## config.mk

```make
export PLATFORM = sky130hd
export DESIGN_NAME = instr_fetch
export DESIGN_NICKNAME = d
export VERILOG_FILES = /design/src/rtl/rv_pkg.sv /design/src/rtl/fetch_fifo.sv /design/src/rtl/instr_fetch.sv
export SDC_FILE = /design/constraint.sdc
export NUM_CORES = 1
export LEC_CHECK = 0
export BUFFER_PORTS_ARGS = -buffer_cell sky130_fd_sc_hd__buf_4
export CORE_MARGIN = 10
export CORE_UTILIZATION = 50
export DETAILED_ROUTE_END_ITERATION = 8
export PLACE_DENSITY = 0.82
export SYNTH_ARGS = -nofsm -noshare
export SYNTH_HDL_FRONTEND = slang
export SYNTH_HIERARCHICAL = 1
export SYNTH_SLANG_ARGS = --single-unit
```

## constraint.sdc

```tcl
create_clock -name clk -period 3.9 [get_ports clk]
set_input_delay 0.195 -clock clk [delete_from_list [all_inputs] [get_ports clk]]
set_output_delay 0.195 -clock clk [all_outputs]
set_load 0.01 [all_outputs]
```

## src/rtl/rv_pkg.sv

```systemverilog
// Shared RV32I definitions for the fetch stage and control unit.
// The ILLEGAL_OPCODE_CHECK_EN macro adds an illegal flag to each fetch entry.
package rv_pkg;

    localparam int unsigned XLEN = 32;

    localparam logic [6:0] OP_R      = 7'b0110011;
    localparam logic [6:0] OP_LOAD   = 7'b0000011;
    localparam logic [6:0] OP_STORE  = 7'b0100011;
    localparam logic [6:0] OP_BRANCH = 7'b1100011;
    localparam logic [6:0] OP_IMM    = 7'b0010011;
    localparam logic [6:0] OP_JALR   = 7'b1100111;
    localparam logic [6:0] OP_JAL    = 7'b1101111;

    typedef enum logic [1:0] {
        IDLE = 2'd0,
        WAIT = 2'd1,
        DROP = 2'd2
    } fetch_state_t;

    typedef struct packed {
        logic [XLEN-1:0] pc;
        logic [XLEN-1:0] instr;
`ifdef ILLEGAL_OPCODE_CHECK_EN
        logic            illegal;
`endif
    } fetch_entry_t;

    // Low two opcode bits must be 2'b11 (32-bit encoding) and the major opcode supported.
    function automatic logic opcode_illegal(input logic [6:0] op);
        return (op[1:0] != 2'b11) ||
               !(op inside {OP_R, OP_LOAD, OP_STORE, OP_BRANCH, OP_IMM, OP_JALR, OP_JAL});
    endfunction

endpackage

```

## src/rtl/fetch_fifo.sv

```systemverilog
// Small synchronous FIFO of fetch entries with a flush that overrides push and pop.
// Entry layout depends on ILLEGAL_OPCODE_CHECK_EN through fetch_entry_t.
module fetch_fifo
    import rv_pkg::*;
#(
    parameter int unsigned DEPTH = 2
) (
    input  logic                     clk,
    input  logic                     reset,
    input  logic                     push,
    input  logic                     pop,
    input  logic                     flush,
    input  fetch_entry_t             wdata,
    output fetch_entry_t             rdata,
    output logic                     empty,
    output logic [$clog2(DEPTH):0]   count_next_c
);

    localparam int unsigned AW = $clog2(DEPTH);
    localparam int unsigned CW = AW + 1;

    fetch_entry_t    mem [DEPTH];
    logic [AW-1:0]   rd_ptr;
    logic [AW-1:0]   wr_ptr;
    logic [CW-1:0]   count;
    logic            full;
    logic            do_push;
    logic            do_pop;

    assign empty   = (count == '0);
    assign full    = (count == CW'(DEPTH));
    assign do_pop  = pop && !flush && !empty;
    // A pop frees the slot in the same cycle, so a full FIFO can still accept.
    assign do_push = push && !flush && (!full || do_pop);
    assign rdata   = mem[rd_ptr];

    always_comb begin
        count_next_c = count;
        if (flush) begin
            count_next_c = '0;
        end else begin
            count_next_c = count + CW'(do_push) - CW'(do_pop);
        end
    end

    always_ff @(posedge clk or posedge reset) begin
        if (reset) begin
            rd_ptr <= '0;
            wr_ptr <= '0;
            count  <= '0;
            for (int i = 0; i < int'(DEPTH); i++) begin
                mem[i] <= '0;
            end
        end else begin
            count <= count_next_c;
            if (flush) begin
                rd_ptr <= '0;
                wr_ptr <= '0;
            end else begin
                if (do_push) begin
                    mem[wr_ptr] <= wdata;
                    wr_ptr      <= AW'(wr_ptr + 1'b1);
                end
                if (do_pop) begin
                    rd_ptr <= AW'(rd_ptr + 1'b1);
                end
            end
        end
    end

endmodule

```

## src/rtl/instr_fetch.sv

```systemverilog
// RV32I instruction fetch: owns the PC, one outstanding imem request, buffered hand-off to decode.
// Define ILLEGAL_OPCODE_CHECK_EN to add the if_illegal output.
module instr_fetch #(
    parameter int unsigned         XLEN       = 32,
    parameter logic [XLEN-1:0]     RESET_PC   = '0,
    parameter int unsigned         FIFO_DEPTH = 2
) (
    input  logic                clk,
    input  logic                reset,
    output logic                imem_req_valid,
    input  logic                imem_req_ready,
    output logic [XLEN-1:0]     imem_req_addr,
    input  logic                imem_rsp_valid,
    input  logic [XLEN-1:0]     imem_rsp_data,
    input  logic                redirect_valid,
    input  logic [XLEN-1:0]     redirect_pc,
    output logic                if_valid,
    input  logic                if_ready,
    output logic [XLEN-1:0]     if_pc,
    output logic [XLEN-1:0]     if_instr,
`ifdef ILLEGAL_OPCODE_CHECK_EN
    output logic                if_illegal,
`endif
    output logic [6:0]          if_opcode
);

    import rv_pkg::*;

    localparam int unsigned CW = $clog2(FIFO_DEPTH) + 1;

    fetch_state_t       state;
    logic [XLEN-1:0]    pc;
    logic [XLEN-1:0]    pc_inc;
    logic [XLEN-1:0]    redir_target;
    logic               fire;
    logic               push;
    logic               pop;
    logic               fifo_empty;
    logic               slot_free_next;
    logic [CW-1:0]      count_next;
    fetch_entry_t       wr_entry;
    fetch_entry_t       head;

    assign pc_inc         = pc + XLEN'(4);
    // Low address bits of the target are forced to zero.
    assign redir_target   = {redirect_pc[XLEN-1:2], redirect_pc[1:0] & 2'b00};
    assign fire           = imem_req_valid && imem_req_ready;
    assign push           = (state == WAIT) && imem_rsp_valid && !redirect_valid;
    assign pop            = if_valid && if_ready;
    assign slot_free_next = (count_next < CW'(FIFO_DEPTH));

    always_comb begin
        wr_entry       = '0;
        wr_entry.pc    = pc;
        wr_entry.instr = imem_rsp_data;
`ifdef ILLEGAL_OPCODE_CHECK_EN
        wr_entry.illegal = opcode_illegal(imem_rsp_data[6:0]);
`endif
    end

    fetch_fifo #(
        .DEPTH        (FIFO_DEPTH)
    ) u_fifo (
        .clk          (clk),
        .reset        (reset),
        .push         (push),
        .pop          (pop),
        .flush        (redirect_valid),
        .wdata        (wr_entry),
        .rdata        (head),
        .empty        (fifo_empty),
        .count_next_c (count_next)
    );

    assign if_valid  = !fifo_empty;
    assign if_pc     = head.pc;
    assign if_instr  = head.instr;
    assign if_opcode = head.instr[6:0];
`ifdef ILLEGAL_OPCODE_CHECK_EN
    assign if_illegal = head.illegal;
`endif

    // Fetch FSM; request valid/address are registered from the next-cycle state and FIFO occupancy.
    always_ff @(posedge clk or posedge reset) begin
        if (reset) begin
            state          <= IDLE;
            pc             <= RESET_PC;
            imem_req_valid <= 1'b0;
            imem_req_addr  <= RESET_PC;
        end else if (redirect_valid) begin
            pc            <= redir_target;
            imem_req_addr <= redir_target;
            case (state)
                IDLE: begin
                    // A request accepted this cycle still owes a response, which must be dropped.
                    state          <= fire ? DROP : IDLE;
                    imem_req_valid <= !fire;
                end
                default: begin
                    state          <= imem_rsp_valid ? IDLE : DROP;
                    imem_req_valid <= imem_rsp_valid;
                end
            endcase
        end else begin
            case (state)
                IDLE: begin
                    if (fire) begin
                        state          <= WAIT;
                        imem_req_valid <= 1'b0;
                    end else begin
                        imem_req_valid <= slot_free_next;
                    end
                end
                WAIT: begin
                    if (imem_rsp_valid) begin
                        state          <= IDLE;
                        pc             <= pc_inc;
                        imem_req_addr  <= pc_inc;
                        imem_req_valid <= slot_free_next;
                    end
                end
                DROP: begin
                    if (imem_rsp_valid) begin
                        state          <= IDLE;
                        imem_req_valid <= slot_free_next;
                    end
                end
                default: begin
                    state          <= IDLE;
                    imem_req_valid <= 1'b0;
                end
            endcase
        end
    end

endmodule

```

==> run summary, run 1 <==
1st-pass router iterations: 4
Hold buffers post-CTS: 16
Status: finished, final reports clean
Skew final: 9.340 ps
WP data arrival: 3370 ps
Total power: 5.650 mW
F_max: 0.3258 GHz
# IOs: 175
Leak: 5.098 nW
Synthesis-to-layout area growth: 24.91%
Crit path cell chain: inv_1, ha_1, nand2_1, nor2_1, or4b_4, buf_4, mux2_4
Fin area: 10190 sq um
Number of filler cells placed in the layout: 1199
FP Rows: 46
Routed via count: 5649
Pwr Density: 554.2 nW/um^2
Final Cycle Share: 78.69%
CTS Sinks: 165
Area of the multi-input gates: 3710 sq um
R2R Setup Slk: 830 ps
Vias per inst: 5.566
Worst reg-to-reg path cell count: 7
Worst-case clock buffer depth: 2
Wire per inst: 20.56 um
Final GP Congestion: 0.8853
Ant diodes: 0
Core ar.: 15940 sq um
Iter 0 DRT Violations: 295
H-tree Lvls: 4
Clock-pin slew on the worst setup and hold paths: 60 ps
Prevailing post-synth register cell: dfrtp_1
CTS tree: yes
Vias in the first global route: 6161
Die Ht: 147.8 um
DRC violations left: 0
Routed Antenna Nets: 0
Seq. cell area: 4130 sq um
Starting density of the core: 51.19%
CP startpoint: state[1]
Share of cells above drive strength 1: 51.31%
Post-Syn Instances: 614
Synth Warn #: 6
CP peak stage delay: 900 ps
Cell Area, Synth: 8162 sq um
Max Fanout on Critical Path: 47
Final nets: 863
Total CTS buffers: 17
Post-DP HPWL: 14.25 mm
Gr usage total: 19.32%
Crit path capture type: flop
Global-route wire length before repair: 34.04 mm
Yosys cell types: 49
VDD IR max: 0.0003196 V
Worst setup endpoint: u_fifo/mem[91]
Ys async rst share: 100.0%
Die Span X: 147.8 um
Max-slew headroom: 21.28%
FF+latch count, synth: 165
Final-report hold violation count: 0
Worst Max-Slew Pin Slew: 1181 ps
PortBufs: 170
Worst Path Required: 4200 ps
Syn Area/Cell: 13.29 sq um
Clock latency on the worst-skew pair: 420 ps
Post-CTS Setup Bufs: 0
Final core utilization: 63.95%
WP depth: 7
Final Slew Violations: 0
RR Endpoint: u_fifo/mem[91]
Post-synthesis sequential area ratio: 50.59%
Max cap viols: 0
Critical R2R Launch: state[1]
Post-synth EDFFs: 0
GRT overflow: 0
Largest net degree at the start of global routing: 133
Setup Viol. Count Final: 0
CP top delay family: simple AND/OR/NAND/NOR gates
Crit path buf inv count: 2
CTS Root Cell: clkbuf_16
Critical path's slowest cell: or4b_4
Hold/Removal Path Class: input pin to flop
Unrepaired setup endpoints after global routing: false
Setup CP Type: flop to flop
Final min period: 3069 ps
DIE AREA: 21830 sq um
Setup TNS: 0 ps
Initial antenna violation count: 0
Post-DP Area: 9470 sq um
Post_cts resized: 0
Total wire length: 20.87 mm
Crit path launch type: flop
stage by stage:
step	instances	worst slack, ps	hold WS (ps)
floorplan	619	179.0	314.9
global placement	968	946.4	359.2
detailed placement	968	875.5	361.5
CTS	1015	856.5	0.04774
global route	1015	595.3	1.179
finish	1015	831.0	11.28
where the power goes:
| part | internal, mW | leakage (nW) | switching (mW) | total (mW) |
|---|---|---|---|---|
| clock network | 0.942 | 0.261 | 0.662 | 1.60 |
| registers | 2.04 | 2.18 | 0.254 | 2.29 |
| logic | 1.06 | 2.65 | 0.687 | 1.75 |
| total | 4.05 | 5.10 | 1.60 | 5.65 |
worst reg2reg max path, delay by kind of cell (launching register included):
| kind | cells | cell delay, ps |
|---|---|---|
| and+or+nand+nor | 3 | 1360 |
| buffers and inverters | 2 | 540 |
| DFF | 1 | 390 |
| muxes | 1 | 350 |
| adders and majority gates | 1 | 310 |
placed cells by master, fill, tap and decap left out, types with 2 or more instances in the layout:
| master | count |
|---|---|
| clkbuf_8 | 4 |
| nor3_1 | 2 |
| buf_4 | 175 |
| nor4_1 | 4 |
| nor2b_1 | 4 |
| or3_1 | 6 |
| and4_1 | 6 |
| nor2_1 | 20 |
| nand2_1 | 33 |
| dlygate4sd3_1 | 16 |
| mux2_4 | 60 |
| dfrtp_1 | 164 |
| xnor2_1 | 6 |
| mux2_2 | 134 |
| o31ai_1 | 3 |
| clkbuf_16 | 17 |
| or4_1 | 11 |
| nand4_1 | 14 |
| and2_1 | 3 |
| o21ai_0 | 23 |
| a31oi_1 | 11 |
| clkbuf_1 | 3 |
| conb_1 | 6 |
| mux2i_1 | 3 |
| xor2_1 | 10 |
| inv_1 | 10 |
| nand3_1 | 14 |
| clkinvlp_4 | 5 |
| o211ai_1 | 3 |
| ha_1 | 6 |
final cells by class:
cell class	count	area share [%]
Inverter	11	0.4541
Multi-Input combinational cell	401	36.39
Timing Repair Buffer	191	14.46
Tap cell	216	2.651
Sequential cell	165	40.51
Clock buffer	24	4.823
Clock inverter	7	0.7118
metal layers:
layer,wire [um],vias up,share of wire [%],global-route usage [%]
met5,0,-,0,0
met4,272,0,1.3,5.699
met3,1307,24,6.3,5.586
met2,10440,203,50,32.10
met1,8856,2860,42,23.89
li1,-,2562,-,-
kinds of logic (layout without fill, tap and decap cells):
group,count (synthesis),count (layout),synth area share (%)
muxes,197,197,29.89
DFF,165,165,50.59
and+or+nand+nor,129,129,9.045
buffers and inverters,53,233,4.262
AOI/OAI and AO/OA,47,47,3.526
xor gates and xnor gates,16,16,1.717
adders and majority gates,6,6,0.9198
other,1,6,0.04595
cells in the mapped netlist, types with 2 or more instances:
master      n  area, sq um
or4_1      11        82.58
o21ai_0    23        115.1
mux2i_1     3        30.03
o211ai_1    3        22.52
clkbuf_1   18        67.56
nor2_1     20        75.07
o31ai_1     3        22.52
dfrtp_1   165         4129
inv_1      11        41.29
and4_1      6        52.55
buf_2       7        35.03
nand3_1    14        70.07
and2_1      3        18.77
nor3_1      2        10.01
nand2_1    33        123.9
mux2_4     60        900.9
xnor2_1     6        52.55
or3_1       6        37.54
a31oi_1    11        68.82
buf_4       9        67.56
nand4_1    14        87.58
ha_1        6        75.07
buf_12      6        120.1
xor2_1     10        87.58
mux2_2    134         1509
nor2b_1     4        25.02
nor4_1      4        25.02
worst min path at each step:
stage                      from  depth (start not counted)             end  slack, ps
3_3_place_gp              reset                          3          pc[31]        360
4_1_cts        imem_rsp_data[8]                          2  u_fifo/mem[72]       0.05
5_1_grt        imem_rsp_data[3]                          2  u_fifo/mem[67]          1
3_5_place_dp              reset                          3          pc[23]        360
6_report         redirect_pc[8]                          3           pc[8]         10
2_1_floorplan   redirect_pc[19]                          2          pc[19]        310
flip-flops by register name, summed over array words and instances (netlist names):
signal / flops
imem_req_valid: 1
pc: 30
state: 2
u_fifo/count: 2
u_fifo/mem: 128
u_fifo/rd_ptr: 1
u_fifo/wr_ptr: 1
Note: power is estimated with default switching activity, not from simulation.
==> inputs of run 2 (changes only) <==
Settings changed: CORE_UTILIZATION 50 to 55, PLACE_DENSITY 0.82 to 0.85.
Clock period 3.9 ns to 2.9 ns, I/O delays scaled along.
==> run summary, run 2 (synthesized netlist as in run 1, its figures left out) <==
Max FFs per register: 128 (unchanged)
Iter 0 DRT Violations: 444 (+51%)
Worst-case clock buffer depth: 2 (unchanged)
FP Rows: 44 (-4.3%)
Ant diodes: 0 (unchanged)
Total wire length: 21.52 mm (+3.1%)
WP data arrival: 3010 ps (-360 ps)
Status: finished, final reports clean
Final-report hold violation count: 0 (unchanged)
DRC violations left: 0 (unchanged)
Critical path's slowest cell: or3b_2
H-tree Lvls: 4 (unchanged)
Starting density of the core: 56.16% (+5.0 points)
Unrepaired setup endpoints after global routing: false
R2R Setup Slk: 220 ps (-620 ps)
CP startpoint: state[1]
PortBufs: 170 (unchanged)
Worst slack, placed: 233.8 ps (-641.7 ps)
Setup Viol. Count Final: 0 (unchanged)
F_max: 0.3725 GHz (+14%)
# IOs: 175 (unchanged)
Number of filler cells placed in the layout: 898 (-25%)
CTS Sinks: 165 (unchanged)
Worst Max-Slew Pin Slew: 924.5 ps (-256.3 ps)
Initial antenna violation count: 0 (unchanged)
CP peak stage delay: 500 ps (-400 ps)
Final Slew Violations: 0 (unchanged)
Max-slew headroom: 38.30% (+17 points)
Setup TNS: 0 ps (unchanged)
Worst reg-to-reg path cell count: 12 (+5)
CTS tree: yes
Fin area: 10730 sq um (+5.3%)
Critical R2R Launch: state[1]
DIE AREA: 20110 sq um (-7.9%)
Worst Hold End: pc[30]
Crit path capture type: flop
CTS Root Cell: clkbuf_16
Global-route wire length before repair: 34.98 mm (+2.7%)
Most frequent cells in the layout: 177 x buf_4, 164 x dfrtp_1, 134 x mux2_2, 60 x dlygate4sd3_1, 60 x mux2_4
Die Span X: 141.8 um (-4.0%)
Leak: 5.353 nW (+5.0%)
Max cap viols: 0 (unchanged)
Final Cycle Share: 92.58% (+14 points)
Setup CP Type: flop to flop
Regs by FF count: u_fifo/mem: 128 flops, pc: 30 flops
Hold WS: 21.41 ps (+10.13 ps)
Worst Path Required: 3230 ps (-970 ps)
Routed via count: 5845 (+3.5%)
Final nets: 912 (+5.7%)
Final min period: 2685 ps (-384.3 ps)
Hold Crit Start: redirect_pc[30]
Post-DP HPWL: 13.95 mm (-2.1%)
1st-pass router iterations: 5 (+1)
Final GP Congestion: 0.8510 (-3.9%)
Clock-pin slew on the worst setup and hold paths: 60 ps (about the same)
Core ar.: 14530 sq um (-8.8%)
Vias in the first global route: 6371 (+3.4%)
Most common cell after layout, fill and taps aside: buf_4
Crit path cell chain: inv_1, ha_1, nand2_1, nor2_1, or3b_2, ha_1, inv_1, ha_1, xnor2_1, nor2_1, or2_2, o221ai_1
Wire per inst: 20.83 um (+1.3%)
Hold/Removal Path Class: input pin to flop
Total CTS buffers: 17 (unchanged)
RR Endpoint: imem_req_valid
Worst setup margin: 215.2 ps (-615.7 ps)
Pwr Density: 733.3 nW/um^2 (+32%)
Synthesis-to-layout area growth: 31.52%
Crit path launch type: flop
Skew final: 14.07 ps (+4.725 ps)
Routed Antenna Nets: 0 (unchanged)
Clock latency on the worst-skew pair: 420 ps (about the same)
Die Ht: 141.8 um (-4.0%)
Post-DP Area: 9504 sq um (+0.36%)
CP most frequent cell: ha_1
Max Fanout on Critical Path: 3 (-94%)
VDD IR max: 0.0004571 V (+43%)
Share of cells above drive strength 1: 49.35% (-2.0 points)
Vias per inst: 5.658 (+1.7%)
Largest net degree at the start of global routing: 74 (-44%)
Gr usage total: 21.59% (+2.3 points)
GRT overflow: 0 (unchanged)
Top reg by flops: u_fifo/mem
Final core utilization: 73.86% (+9.9 points)
WHS Path Cells: 3 (unchanged)
Post_cts resized: 0 (unchanged)
[run 2: timing repair]
item / in CTS / in global routing
hold endpoints to repair: 124 / 0
setup buffers: 0 / 0
hold buffers: 60 / 0
[run 2: worst max-delay path by stage]
| stage | slack [ps] | to |
|---|---|---|
| floorplan | 120 | imem_req_valid |
| global placement | 330 | imem_req_valid |
| detailed placement | 230 | imem_req_valid |
| CTS | 230 | imem_req_valid |
| global route | 50 | imem_req_valid |
| finish | 220 | imem_req_valid |
[run 2: area by class of cell]
class                      instances  area, sq um  area share, %
tap                              184        230.2          2.145
clock inverter                    11        148.9          1.387
inverter                          11        45.04         0.4196
sequential                       165         4130          38.48
multi-input combinational        401         3710          34.56
timing repair buffer             240         1989          18.53
clock buffer                      21        480.5          4.476
[run 2: worst max-delay path: cells and delay by family (launching register included)]
family | cells | cell delay (ps)
AOI/OAI and AO/OA | 1 | 160
DFF | 1 | 400
and+or+nand+nor | 5 | 1120
xor gates and xnor gates | 1 | 160
buffers and inverters | 2 | 130
adders and majority gates | 3 | 640
[run 2: through the flow]
step	total power, mW	cells
after floorplan	4.439	619
after detailed placement	5.455	941
after global placement	5.364	941
after global routing	8.248	1033
final	7.871	1033
after CTS	7.899	1033
[run 2: per-layer routing]
layer  vias to the layer above  wire length [um]  part of all wire (%)  GRT usage [%]
li1                       2656                 -                     -              -
met5                         -                 0                     0              0
met2                       225             10850                    50          35.68
met3                        24              1582                   7.4          7.777
met4                         0               255                   1.2          5.056
met1                      2940              8838                    41          26.37
[run 2: report_power, final]
part	internal (mW)	switching [mW]
Clock	1.45	0.906
Combinational	1.48	0.959
Sequential	2.74	0.334
